--- src/rtl/gb_mul_pkg.sv ---
// Shared types and sizing helpers for the gb multiplier carry-propagate stage.
package gb_mul_pkg;

  localparam int DEF_WIDTH = 32;
  localparam int DEF_SLICE = 16;

  typedef enum logic [1:0] {
    S_IDLE = 2'd0,
    S_ADD  = 2'd1,
    S_DONE = 2'd2
  } state_t;

  function automatic int ceil_div(input int a, input int b);
    return (a + b - 1) / b;
  endfunction

  // Slices needed to reach the requested product half: the high half needs
  // the carry chain to run through the whole 2*width vector.
  function automatic int n_slices(input int width, input int slice, input logic hi);
    return hi ? ceil_div(2 * width, slice) : ceil_div(width, slice);
  endfunction

endpackage

--- src/rtl/gb_mul_cpa_if.sv ---
// Handshake and data bundle between the compressor tree and the CPA stage.
interface gb_mul_cpa_if #(
  parameter int WIDTH = gb_mul_pkg::DEF_WIDTH
);
  import gb_mul_pkg::*;

  logic               i_valid;
  logic               o_ready;
  logic [2*WIDTH-1:0] i_sum;
  logic [2*WIDTH-1:0] i_carry;
  logic               i_hi;
  logic               i_flush;
  logic               o_valid;
  logic               i_ready;
  logic [WIDTH-1:0]   o_result;
  logic               o_busy;

  modport master (
    output i_valid, i_sum, i_carry, i_hi, i_flush, i_ready,
    input  o_ready, o_valid, o_result, o_busy
  );

  modport slave (
    input  i_valid, i_sum, i_carry, i_hi, i_flush, i_ready,
    output o_ready, o_valid, o_result, o_busy
  );

endinterface

--- src/rtl/gb_mul_cpa_slice.sv ---
// Combinational SLICE-bit adder; reused every cycle by the CPA sequencer.
module gb_mul_cpa_slice
  import gb_mul_pkg::*;
#(
  parameter int SLICE = DEF_SLICE
) (
  input  logic [SLICE-1:0] a,
  input  logic [SLICE-1:0] b,
  input  logic             cin,
  output logic [SLICE-1:0] s,
  output logic             cout
);

  assign {cout, s} = {1'b0, a} + {1'b0, b} + {{SLICE{1'b0}}, cin};

endmodule

--- src/rtl/gb_mul_cpa.sv ---
// Multi-cycle carry-propagate adder: resolves sum/carry into a binary product,
// one SLICE-bit chunk per cycle, returning the low or high product half.
module gb_mul_cpa
  import gb_mul_pkg::*;
#(
  parameter int WIDTH = DEF_WIDTH,
  parameter int SLICE = DEF_SLICE
) (
  input  logic          i_clk,
  input  logic          i_rst_n,
  gb_mul_cpa_if.slave   bus
);

  localparam int NLO   = n_slices(WIDTH, SLICE, 1'b0);
  localparam int NHI   = n_slices(WIDTH, SLICE, 1'b1);
  localparam int CNT_W = $clog2(NHI + 1);

  generate
    if ((WIDTH % SLICE) != 0) begin : g_bad_slice
      $error("gb_mul_cpa: WIDTH must be a multiple of SLICE");
    end
  endgenerate

  state_t               state, state_nxt;
  logic [2*WIDTH-1:0]   sum_p0, carry_p0;
  logic                 hi_p0;
  logic [2*WIDTH-1:0]   acc_p1, acc_nxt;
  logic [CNT_W-1:0]     k_p1;
  logic                 cy_p1;
  logic [WIDTH-1:0]     result_q;
  logic [SLICE-1:0]     sl_a, sl_b, sl_s;
  logic                 sl_cout;
  logic                 last_slice;
  logic                 accept;
  int                   base;

  assign accept     = (state == S_IDLE) && bus.i_valid && !bus.i_flush;
  assign last_slice = (k_p1 == (hi_p0 ? CNT_W'(NHI - 1) : CNT_W'(NLO - 1)));

  // Select the operand chunk addressed by the slice counter.
  always_comb begin
    base = 32'(k_p1) * SLICE;
    sl_a = sum_p0[base +: SLICE];
    sl_b = carry_p0[base +: SLICE];
  end

  gb_mul_cpa_slice #(.SLICE(SLICE)) u_slice (
    .a    (sl_a),
    .b    (sl_b),
    .cin  (cy_p1),
    .s    (sl_s),
    .cout (sl_cout)
  );

  // Accumulator with the current slice merged in; feeds both the register and the result.
  always_comb begin
    acc_nxt = acc_p1;
    acc_nxt[base +: SLICE] = sl_s;
  end

  // State register.
  always_ff @(posedge i_clk or negedge i_rst_n) begin
    if (!i_rst_n) state <= S_IDLE;
    else          state <= state_nxt;
  end

  // Next-state logic; flush overrides both accept and the DONE handshake.
  always_comb begin
    state_nxt = state;
    if (bus.i_flush) begin
      state_nxt = S_IDLE;
    end else begin
      case (state)
        S_IDLE:  if (bus.i_valid) state_nxt = S_ADD;
        S_ADD:   if (last_slice)  state_nxt = S_DONE;
        S_DONE:  if (bus.i_ready) state_nxt = S_IDLE;
        default: state_nxt = S_IDLE;
      endcase
    end
  end

  // Operand capture, slice sequencing and result update (result only changes on entry to DONE).
  always_ff @(posedge i_clk or negedge i_rst_n) begin
    if (!i_rst_n) begin
      sum_p0   <= '0;
      carry_p0 <= '0;
      hi_p0    <= 1'b0;
      acc_p1   <= '0;
      k_p1     <= '0;
      cy_p1    <= 1'b0;
      result_q <= '0;
    end else if (accept) begin
      sum_p0   <= bus.i_sum;
      carry_p0 <= bus.i_carry;
      hi_p0    <= bus.i_hi;
      acc_p1   <= '0;
      k_p1     <= '0;
      cy_p1    <= 1'b0;
    end else if (bus.i_flush) begin
      k_p1     <= '0;
      cy_p1    <= 1'b0;
    end else if (state == S_ADD) begin
      acc_p1   <= acc_nxt;
      cy_p1    <= sl_cout;
      k_p1     <= k_p1 + 1'b1;
      if (last_slice)
        result_q <= hi_p0 ? acc_nxt[2*WIDTH-1:WIDTH] : acc_nxt[WIDTH-1:0];
    end
  end

  assign bus.o_ready  = (state == S_IDLE);
  assign bus.o_valid  = (state == S_DONE);
  assign bus.o_busy   = (state != S_IDLE);
  assign bus.o_result = result_q;

endmodule
--- src/flat_wrapper.sv ---
// flat-port wrapper written by rule: the top's interface ports become plain ports
module gb_mul_cpa_flat import gb_mul_pkg::*;
#(
  parameter int WIDTH = DEF_WIDTH,
  parameter int SLICE = DEF_SLICE
)
  (i_clk, i_rst_n, bus_i_valid, bus_i_sum, bus_i_carry, bus_i_hi, bus_i_flush, bus_i_ready, bus_o_ready, bus_o_valid, bus_o_result, bus_o_busy);
  gb_mul_cpa_if #(.WIDTH(WIDTH)) bus_i ();
  input  logic i_clk;
  input  logic i_rst_n;
  input wire logic [$bits(bus_i.i_valid)-1:0] bus_i_valid;
  input wire logic [$bits(bus_i.i_sum)-1:0] bus_i_sum;
  input wire logic [$bits(bus_i.i_carry)-1:0] bus_i_carry;
  input wire logic [$bits(bus_i.i_hi)-1:0] bus_i_hi;
  input wire logic [$bits(bus_i.i_flush)-1:0] bus_i_flush;
  input wire logic [$bits(bus_i.i_ready)-1:0] bus_i_ready;
  output wire logic [$bits(bus_i.o_ready)-1:0] bus_o_ready;
  output wire logic [$bits(bus_i.o_valid)-1:0] bus_o_valid;
  output wire logic [$bits(bus_i.o_result)-1:0] bus_o_result;
  output wire logic [$bits(bus_i.o_busy)-1:0] bus_o_busy;
  assign bus_i.i_valid = bus_i_valid;
  assign bus_i.i_sum = bus_i_sum;
  assign bus_i.i_carry = bus_i_carry;
  assign bus_i.i_hi = bus_i_hi;
  assign bus_i.i_flush = bus_i_flush;
  assign bus_i.i_ready = bus_i_ready;
  assign bus_o_ready = bus_i.o_ready;
  assign bus_o_valid = bus_i.o_valid;
  assign bus_o_result = bus_i.o_result;
  assign bus_o_busy = bus_i.o_busy;
  gb_mul_cpa #(.WIDTH(WIDTH), .SLICE(SLICE)) u_core (.i_clk(i_clk), .i_rst_n(i_rst_n), .bus(bus_i));
endmodule
--- config.mk ---
export PLATFORM = sky130hd
export DESIGN_NAME = gb_mul_cpa_flat
export DESIGN_NICKNAME = d
export VERILOG_FILES = /design/src/rtl/gb_mul_pkg.sv /design/src/rtl/gb_mul_cpa_if.sv /design/src/rtl/gb_mul_cpa_slice.sv /design/src/rtl/gb_mul_cpa.sv /design/src/flat_wrapper.sv
export SDC_FILE = /design/constraint.sdc
export NUM_CORES = 1
export LEC_CHECK = 0
export BUFFER_PORTS_ARGS = -buffer_cell sky130_fd_sc_hd__buf_2
export CAP_MARGIN = 40
export CELL_PAD_IN_SITES_DETAIL_PLACEMENT = 0
export CELL_PAD_IN_SITES_GLOBAL_PLACEMENT = 2
export CORE_ASPECT_RATIO = 1.2
export CORE_UTILIZATION = 34
export DETAILED_ROUTE_END_ITERATION = 8
export PLACE_DENSITY_LB_ADDON = 0.25
export SYNTH_ARGS = -nofsm -noshare
export SYNTH_HDL_FRONTEND = slang
export SYNTH_HIERARCHICAL = 1
export SYNTH_SLANG_ARGS = --single-unit
--- constraint.sdc ---
create_clock -name i_clk -period 3.6 [get_ports i_clk]
set_input_delay 0 -clock i_clk [delete_from_list [all_inputs] [get_ports i_clk]]
set_output_delay 0 -clock i_clk [all_outputs]
set_load 0.02 [all_outputs]
* Word level (Yosys, flattened, before mapping)
Cells that the tools add are included.
** Word-level totals
- Flip-flop bits (word level) :: 231
- Output and inout bits :: 35
** Cells by class
- Add/sub/neg operators :: 4
- Equality and inequality tests :: 7
- Shift operators :: 4
- Multiplexer cells :: 17
- Bitwise operators :: 2
- Reductions and logical operators :: 10
** Operators by type and width (count)
- two-way mux 64 bit :: 3
- variable part select 64 x 8 -> 16 bit :: 2
- bitwise mux 64 bit :: 1
- variable shift 16 x 33 -> 64 bit, first input constant :: 1
- variable part select 16 x 33 -> 64 bit :: 1
- negator 7 -> 33 bit :: 1
- two-way mux 32 bit :: 1
- adder 16 x 16 -> 17 bit :: 1
- adder 17 x 1 -> 17 bit :: 1
- two-way mux 2 bit :: 5
- two-way mux 3 bit :: 3
- != test 3 bit, second input constant :: 2
- one-hot mux 2 bit (3 select lines) :: 1
- AND reduction 4 bit :: 1
- nonzero test 2 bit :: 2
- adder 3 x 1 -> 3 bit, second input constant :: 1
- == test 3 bit :: 1
- two-way mux 1 bit :: 3
- != test 3 x 2 -> 1 bit, second input constant :: 1
- AND reduction 3 bit :: 1
- nonzero test 3 bit :: 1
- == test 2 x 1 -> 1 bit, second input constant :: 1
- == test 2 bit, second input constant :: 1
- logical AND 1 bit :: 2
- 5 further kinds :: 6

* Logic depth before layout (Yosys ltp)
Gate-level depths: netlist of the first run.
- Depth in word-level cells :: 8
- Depth in mapped cells :: 14

* By module
The synthesis of the first run kept the hierarchy.
** By module, submodules not included
- gb_mul_cpa :: times used 1, cells an instance 880, area each 10582.6 µm², sequential area each 5780.5 µm²
- gb_mul_cpa_slice :: times used 1, cells an instance 89, area each 733.2 µm², sequential area each 0.0 µm²

* Least setup slack after synthesis of the first run
No wires, ideal clock.
- Path type :: register to register
- Start :: register u_core.k_p1[0]
- End :: register u_core.result_q[10] (netlist: u_core/bus.o_result[10])
- Arrival time :: 3782 ps
- Data required time :: 3518 ps
- Setup slack :: -264 ps
- Stages on the path, launching flop included :: 15
- Path buffers :: 2
- Period minus slack after synthesis :: 3864 ps
- Cell sequence :: dfrtp_1 buf_2 buf_2 mux4_2 and2_1 fa_1 fa_1 a21oi_2 o21ai_2 a2111oi_2 o31ai_1 a21oi_1 xnor2_1 nand3b_1 a31oi_1
** Between the ends
- Longest elaborated chain between the ends :: 6
- Elaborated cells on any way between the ends :: 11
- Those cells by class :: 3 x add/sub; 1 x eq/ne; 4 x shift; 2 x mux; 1 x reduce/logical
** Ends and longest elaborated chain
- start: declaration :: RTL line gb_mul_cpa.sv:28 : logic [CNT_W-1:0] k_p1;
- start signal: assignment :: RTL line gb_mul_cpa.sv:105 : k_p1 <= k_p1 + 1'b1;
- variable part select 64 x 8 -> 16 bit :: RTL line gb_mul_cpa.sv:43 : sl_a = sum_p0[base +: SLICE];
- via u_core.sl_a[0] :: RTL line gb_mul_cpa.sv:31 : logic [SLICE-1:0] sl_a, sl_b, sl_s;
- adder 16 x 16 -> 17 bit :: RTL line gb_mul_cpa_slice.sv:14 : assign {cout, s} = {1'b0, a} + {1'b0, b} + {{SLICE{1'b0}}, cin};
- adder 17 x 1 -> 17 bit :: RTL line gb_mul_cpa_slice.sv:14
- via u_core.sl_s[10] :: RTL line gb_mul_cpa.sv:31
- variable part select 16 x 33 -> 64 bit :: RTL line gb_mul_cpa.sv:58 : acc_nxt[base +: SLICE] = sl_s;
- bitwise mux 64 bit :: RTL line gb_mul_cpa.sv:58
- two-way mux 32 bit :: RTL line gb_mul_cpa.sv:107 : result_q <= hi_p0 ? acc_nxt[2*WIDTH-1:WIDTH] : acc_nxt[WIDTH-1:0];
- end signal: assignment :: RTL line gb_mul_cpa.sv:107
- end: declaration :: RTL line gb_mul_cpa.sv:30 : logic [WIDTH-1:0] result_q;
The timed path passes the listed nets, and every way through them passes these cells.
A chain may end at the register's enable or synchronous reset.

* Worst setup path in the final report of the first run
- Start :: register u_core.k_p1[0]
- End :: register u_core.result_q[14] (netlist: u_core/bus.o_result[14])
Same word-level chain as after synthesis.

==> results of run 1 <==
-- timing repair --
action                                  in CTS  in global routing
pin swaps                                    1                  8
endpoints found under the setup margin       1                 37
gates resized for setup                      1                 13
hold buffers                               133                  0
setup buffers                                0                  8
hold endpoints to repair                   232                  0
-- routing by layer --
layer | vias to the layer above | GRT usage (%) | routed length [um]
met5 | - | 0 | 0
met4 | 0 | 4.87 | 564
met3 | 33 | 2.84 | 1250
met2 | 172 | 34.9 | 16500
met1 | 4116 | 23.7 | 13500
li1 | 4084 | - | -
-- synth_stat cells, drive strengths merged, types with 9 or more instances --
library cell / number / area (um2)
nor2: 31 / 116
o31ai: 13 / 103
mux2: 129 / 1450
inv: 24 / 90.1
a21oi: 28 / 159
nand3: 36 / 180
buf: 33 / 190
nor3: 19 / 95.1
xnor2: 9 / 78.8
or3b: 18 / 160
and2: 34 / 213
ha: 18 / 225
o21ai: 93 / 495
nand3b: 17 / 128
nor3b: 12 / 90.1
dfrtp: 231 / 5780
a31oi: 17 / 106
mux4: 32 / 721
nand2: 84 / 315
a21o: 11 / 83.8
clkbuf: 37 / 139
-- stage by stage --
| stage | TNS (ns) | instances | hold slack [ns] | utilization, % | setup WS (ns) |
|---|---|---|---|---|---|
| floorplan | 0 | 969 | -0.296 | - | 0.00319 |
| detailed placement | 0 | 1557 | 0.102 | 39.4 | 0.0178 |
| global route | -0.0291 | 1744 | 0.148 | 46.5 | -0.0233 |
| CTS | 0 | 1736 | 0.116 | 46.1 | 0.0148 |
| finish | 0 | 1745 | 0.0644 | 46.5 | 0.147 |
| global placement | 0 | 1557 | 0.120 | 39.4 | 0.110 |
-- final cells by class --
class	count	area, um2	area share [%]
antenna	1	2.50	0.0165
sequential	231	5780	38.2
inverter	24	90.1	0.595
clock inverter	9	110	0.727
clock buffer	37	742	4.90
multi-input combinational	644	5160	34.1
tap	444	556	3.67
timing repair buffer	355	2690	17.8
-- worst max-delay path, stage by stage, from the launching register on --
cell and delay [ns]:
dfrtp_2 0.45, mux4_2 0.52, and2_4 0.16, fa_2 0.41
fa_2 0.37, a21oi_2 0.17, o21ai_2 0.12, a21oi_2 0.20
o221ai_2 0.16, o31ai_2 0.22, xnor2_1 0.17, buf_4 0.17
nand3b_1 0.08, a31oi_1 0.17
-- power by group through the flow --
stage / Clock [mW] / Combinational [mW] / Sequential (mW)
after floorplan: 0 / 2.54 / 3.71
after global placement: 0 / 4.51 / 3.61
after detailed placement: 0 / 4.53 / 3.63
after CTS: 2.77 / 4.67 / 3.59
after global routing: 2.87 / 5.15 / 3.67
final: 2.69 / 4.69 / 3.58
-- state kept, by name, indices dropped and copies added (netlist names) --
| register | cells |
|---|---|
| u_core/bus.o_result | 32 |
| u_core/state | 2 |
| u_core/carry_p0 | 64 |
| u_core/cy_p1 | 1 |
| u_core/k_p1 | 3 |
| u_core/hi_p0 | 1 |
| u_core/sum_p0 | 64 |
| u_core/acc_p1 | 64 |
-- cell families (layout without fill, tap and decap cells) --
| logic type | count (synthesis) | count (layout) | share of synthesized area (%) |
|---|---|---|---|
| buffers and inverters | 94 | 425 | 3.70 |
| other | 0 | 1 | 0 |
| xor gates and xnor gates | 15 | 15 | 1.16 |
| AOI/OAI and AO/OA | 179 | 179 | 9.72 |
| muxes | 162 | 162 | 19.3 |
| DFF | 231 | 231 | 51.1 |
| adders and majority gates | 20 | 20 | 2.34 |
| and+or+nand+nor | 268 | 268 | 12.7 |
-- how the worst max path moves through the flow --
stage                        start                 endpoint  slack (ns)  depth (start not counted)
floorplan           u_core/k_p1[0]  u_core/bus.o_result[10]       0.003                         14
global placement    u_core/k_p1[0]  u_core/bus.o_result[26]        0.11                         12
detailed placement  u_core/k_p1[0]        u_core/acc_p1[58]        0.02                         13
CTS                 u_core/k_p1[0]  u_core/bus.o_result[26]        0.01                         12
global route        u_core/k_p1[0]  u_core/bus.o_result[14]       -0.02                         13
finish              u_core/k_p1[0]  u_core/bus.o_result[14]        0.15                         13
==> out/results.ini, run 1 <==
[timing]
worst_pin_slew_ns = 0.817
fmax_mhz = 290
rsz0062_at_grt = true
slew_violations = 0
min_period_ns = 3.45
relSlewSlack_pct = 45.5
finClkSkew_ns = 0.0147
final-setup-viol-count = 0
period_share_pct = 95.9
hold_viol_final = 0

[die]
io_pins = 169
fp-row-count = 72
die_w_um = 169
die_h_um = 202
die_area_um2 = 34000
start_util_pct = 34.8
core-area_um2 = 32500

[synth]
synth_edf_count = 0
avgSynthCellArea_um2 = 11.7
syn_inst = 969
async_flop_share_pct = 100
ys_types = 54
ys.warnings.count = 6
ys_seq_area_share_pct = 51.1
synthFlopType = dfrtp_1
synth_nets = 1123
netlist_area_um2 = 11300
ys_seq_elements = 231

[worst_hold_path]
hold_class = in -> async

[power]
switchingPower_mw = 3.99
total_power_mw = 11.0
clkPwrFrac_pct = 24.5
power.density_nw_per_um2 = 724
power_leakage_nw = 6.66
comb_power_share_pct = 42.8
p_sw_share_pct = 36.4
p_int_mw = 6.97
p_seq_share_pct = 32.7
ir_drop_mv = 0.354

[routing]
drt-initial-drc-count = 397
via_count = 8405
wire_per_inst_um = 18.2
drc = 0
viasPerCell = 4.82
wirelength_um = 31800
drtAntennaViolNets = 0
first_pass_iters = 4

[outcome]
outcome = completed

[place]
routabilityCongestion = 0.849
place_hpwl_um = 20700
dpl-instance-area_um2 = 12800
port_buffers = 168

[cts]
clk_latency_ns = 0.54
cts_tree = done
root_buffer = clkbuf_16
cts.clk_slew.worst_paths_ns = 0.07
htree_num_levels = 1
clock_sinks = 231
cts-buffers-inserted = 26
clockBufferDepth = 3

[worst_setup_path]
cp.required_ns = 4.06
worstSetupEndpointType = flop
path_class = reg -> reg
crit_arrival_ns = 3.91
rr_worst_depth = 13
rrSetupSlack_ns = 0.15
worstSetupStartpointType = flop
rr_startpoint = u_core/k_p1[0]
worstPathMaxFanout = 4
r2r_end = u_core/bus.o_result[14]

[global_routing]
grt_pass1_wl_um = 50700
track_usage_pct = 19.2
grt_pass1_vias = 9195
grt_antenna_before_repair = 1
grt-ovfl-total = 0
grt_max_degree = 118

[final_layout]
area_delta_synth_final_pct = 33.8
final_common_cell = dfrtp_1
nNetsFinal = 1436
final_cell_mix = dfrtp_1, buf_2, dlygate4sd3_1
drive_gt1_share_pct = 36.4
fillers = 3015
design_area_um2 = 15100

[run]
drv_cap = 0

(Power assumes the default switching activity.)
==> run 2, diff against run 1 <==
==> constraint.sdc (replaced) <==
create_clock -name i_clk -period 2.85 [get_ports i_clk]
set_input_delay 0 -clock i_clk [delete_from_list [all_inputs] [get_ports i_clk]]
set_output_delay 0 -clock i_clk [all_outputs]
set_load 0.02 [all_outputs]
==> run 2 against run 1 <==
Effect of this change: the run now ends with setup timing left; sequential power up 27%; worst setup slack got worse by 0.69 ns; highest routed layer unchanged; cell count increased by 2.7%; die area did not move; fmax rose by 1.9%; power increased by 43%; combinational power is 64% higher.
==> out/results.ini, run 2 (synthesis gave the netlist of run 1 again) <==
[worst_setup_path]
worstSetupStartpointType = flop
crit_arrival_ns = 3.80  ; -0.11 ns
critPathSlowestCell = mux4_2
cp.required_ns = 3.27  ; -0.79 ns
slowest_delay_ns = 0.51  ; about the same
worstPathMaxFanout = 4  ; unchanged
path_class = reg -> reg
worstSetupEndpointType = flop
crit_chain = mux4_2, and2_4, fa_2, fa_2, a21oi_4, o21ai_4, a21oi_4, o221ai_4, buf_4, a221o_1, a21o_1, a22oi_1, nor2_1

[outcome]
violations = setup timing
outcome = finished with violations

[final_layout]
drive_gt1_share_pct = 42.5  ; +6.1 points
nNetsFinal = 1483  ; +3.3%
utilization_pct = 49.1  ; +2.5 points
area_delta_synth_final_pct = 41.0
instances_no_fill = 1792  ; +2.7%
final_common_cell = dfrtp_1
final_cell_mix = dfrtp_1, buf_2, dlygate4sd3_1
antennaDiodeCount = 0  ; -1
reg_top3 = u_core/acc_p1 x64, u_core/carry_p0 x64, u_core/sum_p0 x64

[die]
io_pins = 169  ; unchanged
start_util_pct = 34.8  ; unchanged
die_w_um = 169  ; unchanged
die_area_um2 = 34000  ; unchanged
core-area_um2 = 32500  ; unchanged
fp-row-count = 72  ; unchanged
die_h_um = 202  ; unchanged

[timing]
worst_pin_slew_ns = 0.715  ; -0.102 ns
hold_viol_final = 0  ; unchanged
setup_ws_ns = -0.538  ; -0.686 ns
period_share_pct = 119  ; +23 points
slew_violations = 0  ; unchanged
finClkSkew_ns = 0.0163  ; +0.00161 ns
final-setup-viol-count = 64  ; +64
tns_ns = -22.27  ; -22.27 ns
min_period_ns = 3.39  ; -0.0644 ns
fmax_mhz = 295  ; +1.9%
rsz0062_at_grt = true
relSlewSlack_pct = 52.3  ; +6.8 points

[place]
place_hpwl_um = 21000  ; +1.2%
place_ws_ns = -0.619  ; -0.637 ns
routabilityCongestion = 0.784  ; -7.7%
port_buffers = 168  ; unchanged
place_inst = 1596  ; +2.5%

[power]
total_power_mw = 15.6  ; +43%
ir_drop_mv = 0.550  ; +55%
power.density_nw_per_um2 = 980  ; +35%
power_leakage_nw = 7.00  ; +5.1%

[global_routing]
grt_pass1_vias = 9365  ; +1.8%
grt-ovfl-total = 0  ; unchanged
track_usage_pct = 19.3  ; +0.15 points
grt_antenna_before_repair = 0  ; -1
grt_max_degree = 109  ; -7.6%
grt_pass1_wl_um = 51300  ; +1.1%

[routing]
viasPerCell = 4.86  ; +0.97%
drt-initial-drc-count = 414  ; +4.3%
wire_per_inst_um = 17.9  ; -1.7%
first_pass_iters = 6  ; +2
wirelength_um = 32100  ; +0.94%
drc = 0  ; unchanged
via_count = 8715  ; +3.7%
drtAntennaViolNets = 0  ; unchanged

[cts]
htree_num_levels = 1  ; unchanged
clk_latency_ns = 0.53  ; about the same
root_buffer = clkbuf_16
cts_tree = done
clock_sinks = 231  ; unchanged
cts.clk_slew.worst_paths_ns = 0.07  ; about the same
cts-buffers-inserted = 26  ; unchanged
clockBufferDepth = 3  ; unchanged

[run]
drv_cap = 0  ; unchanged

[worst_hold_path]
hold_class = in -> async

==> run 2: cell types whose count changed in the layout (fill, tap and decap cells not counted), moves of 6 or more <==
cell     before  now
buf_6         1   14
o21ai_0      72   42
a21oi_1      23   17
and2_1       32   25
o21ai_1      13   32
ha_4          0    8
ha_1         18   10
buf_4        45   76
o21ai_2       8   17
and2_4        1    8
==> run 2: final cells by class <==
cell class	count	area, um2
fillers	2981	16600
flip-flops and latches	231	5780
multi-input cells	644	5510
repair buffers	402	3140
clock buffers	40	785
well taps	444	556
inverters	24	92.6
clock inverters	7	90.1
==> run 2: path summary, 6_finish.rpt <==
path | start | endpoint | slack (ns) | depth (start not counted)
max reg2reg | u_core/k_p1[0] | u_core/cy_p1 | -0.54 | 13
max in group asynchronous | i_rst_n | u_core/carry_p0[8] | 1.94 | 3
max | u_core/k_p1[0] | u_core/cy_p1 | -0.54 | 13
min in group i_clk | bus_i_sum[35] | u_core/sum_p0[35] | 0.23 | 3
min reg2reg | u_core/bus.o_result[27] | u_core/bus.o_result[27] | 0.47 | 2
min | i_rst_n | u_core/bus.o_result[24] | 0.03 | 2
==> run 2: worst max-delay path, delay by kind of cell, from the launching register on <==
kind                       cells  cell delay (ns)
AOI/OAI and AO/OA              7             1.25
adders and majority gates      2             0.75
muxes                          1             0.51
DFF                            1             0.42
and+or+nand+nor                2             0.21
buffers and inverters          1             0.15
==> run 2: power by group <==
| part | leakage [nW] | internal, mW | switching, mW |
|---|---|---|---|
| clock network | 0.424 | 2.07 | 1.35 |
| registers | 2.89 | 4.09 | 0.439 |
| logic | 3.69 | 3.90 | 3.78 |
| total | 7.00 | 10.1 | 5.58 |
==> run 2: per-layer routing <==
metal / track usage [%] / routed length (um) / part of all wire [%]
met1: 23.8 / 13500 / 42
met2: 34.8 / 16600 / 52
met3: 2.98 / 1200 / 3.7
met4: 5.71 / 810 / 2.5
met5: 0 / 0 / 0
==> run 2: repair_timing <==
action,in CTS,in global routing
buffers inserted,7,11
pin swaps,32,28
hold endpoints to repair,213,0
hold buffers,133,0
gates resized for setup,48,62
setup endpoints to repair,72,79
gates cloned,0,1
==> run 2: per-stage QoR <==
| step | cell area [um2] | hold slack [ns] |
|---|---|---|
| 2_1_floorplan | 11400 | -0.296 |
| 3_5_place_dp | 13200 | 0.0380 |
| 6_report | 16000 | 0.0350 |
| 3_3_place_gp | 13200 | 0.0476 |
| 5_1_grt | 16000 | 0.108 |
| 4_1_cts | 15600 | 0.0631 |
==> run 3, diff against run 2 <==
--- a/config.mk
+++ b/config.mk
@@ -5,12 +5,13 @@
 export SDC_FILE = /design/constraint.sdc
 export NUM_CORES = 1
 export LEC_CHECK = 0
+export ABC_AREA = 1
+export ABC_CLOCK_PERIOD_IN_PS = 2850
 export BUFFER_PORTS_ARGS = -buffer_cell sky130_fd_sc_hd__buf_2
 export CAP_MARGIN = 40
 export CELL_PAD_IN_SITES_DETAIL_PLACEMENT = 0
 export CELL_PAD_IN_SITES_GLOBAL_PLACEMENT = 2
-export CORE_ASPECT_RATIO = 1.2
-export CORE_UTILIZATION = 34
+export CORE_UTILIZATION = 32
 export DETAILED_ROUTE_END_ITERATION = 8
 export PLACE_DENSITY_LB_ADDON = 0.25
 export SYNTH_ARGS = -nofsm -noshare
==> run 3 against run 2 <==
Effect of this change: the run still ends with setup timing left; sequential share of layout area is 2.0 points lower; largest cell class is now multi-input gates; global-route usage is 2.2 points higher; wire length is 27% higher; core utilization is 3.2 points lower; register-to-register slack better by 0.42 ns; highest routed layer unchanged; die area is 13% higher; critical path type unchanged.
==> out/results.ini, run 3 <==
[place]
routabilityCongestion = 0.847  ; +8.0%
port_buffers = 168  ; unchanged
dpl-instance-area_um2 = 14000  ; +6.6%
place_hpwl_um = 27500  ; +31%
place_ws_ns = -0.293  ; +0.327 ns
place_inst = 2044  ; +28%

[die]
die_area_um2 = 38300  ; +13%
io_pins = 169  ; unchanged
die_w_um = 196  ; +16%
fp-row-count = 70  ; -2.8%
core-area_um2 = 36800  ; +13%
die_h_um = 196  ; -3.0%
start_util_pct = 32.7  ; -2.1 points

[timing]
min_period_ns = 2.97  ; -0.419 ns
period_share_pct = 104  ; -15 points
hold_viol_final = 0  ; unchanged
final-setup-viol-count = 23  ; -64%
finClkSkew_ns = 0.0277  ; +0.0114 ns
slew_violations = 0  ; unchanged
rsz0062_at_grt = true
relSlewSlack_pct = 49.8  ; -2.5 points
worst_pin_slew_ns = 0.751  ; +0.0360 ns
setup_ws_ns = -0.119  ; +0.419 ns
fmax_mhz = 337  ; +14%
fin_hold_ws_ns = 0.0198  ; -0.0152 ns

[worst_setup_path]
crit_arrival_ns = 3.46  ; -0.34 ns
slowest_delay_ns = 0.45  ; -0.06 ns
cp_common_cell = nand2_1
path_class = reg -> reg
worstPathMaxFanout = 14  ; +10
worstSetupStartpointType = flop
cp_top_family = simple AND/OR/NAND/NOR gates
crit_chain = buf_12, nor2_2, nor2_1, o21ai_1, a21oi_2, fa_2, fa_2, nand2_1, nand2_1, and2_4, nand2_1, nand2_1, xor2_2, buf_6, nand4_1, nand3_2, nand3_2, nand2_1
cp_num_cells = 18  ; +5
rr_startpoint = u_core/k_p1[0]
cp-startpoint = u_core/k_p1[0]
worstSetupEndpointType = flop
cp.required_ns = 3.34  ; +0.07 ns
rr_worst_depth = 18  ; +5
critPathSlowestCell = dfrtp_2
timing.critical_path.buf_inv = 2  ; +1

[cts]
clock_sinks = 231  ; unchanged
cts-buffers-inserted = 28  ; +7.7%
cts.clk_slew.worst_paths_ns = 0.06  ; about the same
root_buffer = clkbuf_16
clk_latency_ns = 0.57  ; +0.04 ns
clockBufferDepth = 3  ; unchanged
cts_tree = done
htree_num_levels = 1  ; unchanged

[synth]
syn_inst = 1383  ; +43%
ys_types = 32  ; -41%
yosysTopAreaCell = dfrtp_1
synth.area.top_cells = dfrtp_1, mux2_2, nand2_1
synth_top_family_by_area = simple AND/OR/NAND/NOR gates
ys_seq_area_share_pct = 48.1  ; -3.0 points
synthFlopType = dfrtp_1
synth-xor-area-share_pct = 0.510  ; -0.65 points
avgSynthCellArea_um2 = 8.69  ; -26%
synth_edf_count = 0  ; unchanged
synth_commonest_cells = nand2_1, dfrtp_1, nor2_1
post_synth_mux_area_share_pct = 12.0  ; -7.3 points
ys.warnings.count = 6  ; unchanged
yosysMostFrequentCell = nand2_1
synth-compound-area-share_pct = 7.75  ; -2.0 points
async_flop_share_pct = 100  ; unchanged
netlist_area_um2 = 12000  ; +6.2%
synth_nets = 1537  ; +37%
synthAdderAreaFrac_pct = 2.21  ; -0.14 points
ys_seq_elements = 231  ; unchanged
synth_top_area_share_pct = 48.1  ; -3.0 points
yosys.area_share.simple_pct = 23.1  ; +10 points

[global_routing]
grt_pass1_wl_um = 64000  ; +25%
grt_max_degree = 74  ; -32%
track_usage_pct = 21.6  ; +2.2 points
grt-ovfl-total = 0  ; unchanged
grt_pass1_vias = 11258  ; +20%
grt_antenna_before_repair = 1  ; +1

[routing]
drt-initial-drc-count = 457  ; +10%
viasPerCell = 4.86  ; about the same
drc = 0  ; unchanged
wirelength_um = 40900  ; +27%
wire_per_inst_um = 18.2  ; +1.8%
first_pass_iters = 5  ; -1
drtAntennaViolNets = 0  ; unchanged
via_count = 10907  ; +25%

[final_layout]
nNetsFinal = 1907  ; +29%
instances_no_fill = 2243  ; +25%
final_common_cell = nand2_1
final_cell_mix = nand2_1, dfrtp_1, buf_2
area_delta_synth_final_pct = 40.5
design_area_um2 = 16900  ; +5.8%
drive_gt1_share_pct = 32.9  ; -9.6 points
reg_top3 = u_core/acc_p1 x64, u_core/carry_p0 x64, u_core/sum_p0 x64
fillers = 3621  ; +21%

[worst_hold_path]
hold_start = bus_i_valid
hold_class = in -> reg
hold_depth = 3

[power]
power_leakage_nw = 8.46  ; +21%
total_power_mw = 15.5  ; -0.60%
power.density_nw_per_um2 = 921  ; -6.0%
ir_drop_mv = 0.472  ; -14%

[outcome]
violations = setup timing
outcome = finished with violations

[run]
drv_cap = 0  ; unchanged

==> run 3: layout make-up <==
type / count / area [um2] / area share [%]
multi-input cells: 987 / 5860 / 34.7
inverters: 83 / 312 / 1.85
repair buffers: 422 / 3390 / 20.1
well taps: 468 / 586 / 3.47
diodes: 1 / 2.50 / 0.0148
flip-flops and latches: 231 / 5780 / 34.3
clock buffers: 39 / 812 / 4.81
clock inverters: 12 / 128 / 0.756
==> run 3: timing repair <==
| action | CTS | global route |
|---|---|---|
| endpoints found under the setup margin | 69 | 77 |
| setup buffers | 5 | 5 |
| pin swaps | 15 | 25 |
| gates cloned | 1 | 0 |
| resized for setup | 100 | 47 |
| hold buffers | 136 | 0 |
| endpoints found under the hold margin | 366 | 0 |
==> run 3: where the power goes <==
group | switching (mW) | internal (mW)
sequential | 0.436 | 4.01
clock | 1.46 | 2.16
combinational | 4.21 | 3.26
total | 6.10 | 9.44
==> run 3: final timing paths <==
kind | end | slack (ns)
max | u_core/bus.o_result[8] | -0.12
min | u_core/state[0] | 0.02
max reg2reg | u_core/bus.o_result[8] | -0.12
min reg2reg | u_core/bus.o_result[11] | 0.47
max in group asynchronous | u_core/sum_p0[0] | 1.71
min in group asynchronous | u_core/cy_p1 | 0.39
==> run 3: logic make-up (layout without fill, tap and decap cells) <==
group,count (synthesis),count (layout)
buffers and inverters,165,556
AO/OA/AOI/OAI,176,176
adder cells (fa/ha/maj),20,20
other,0,1
AND/OR/NAND/NOR,656,656
flip-flops,231,231
XOR/XNOR,7,7
multiplexers,128,128
==> run 3: per-stage QoR <==
stage	util, %	TNS (ns)
global route	45.9	-10.39
finish	45.9	-1.13
global placement	38.1	-7.03
CTS	45.3	-1.65
detailed placement	38.1	-8.22
floorplan	-	0
==> run 3: metal layers <==
layer | share of wire [%] | vias to the layer above | GRT usage, %
met2 | 48 | 249 | 36.6
met5 | 0 | - | 0
met1 | 46 | 5260 | 28.8
li1 | - | 5344 | -
met3 | 3.7 | 54 | 2.89
met4 | 2.7 | 0 | 6.25
==> run 3: worst register-to-register path: cells and delay by family (launching register included) <==
kind / cells / cell delay, ns
and+or+nand+nor: 11 / 1.01
adders and majority gates: 2 / 0.74
DFF: 1 / 0.45
buffers and inverters: 2 / 0.33
AOI/OAI and AO/OA: 2 / 0.21
xor gates and xnor gates: 1 / 0.15
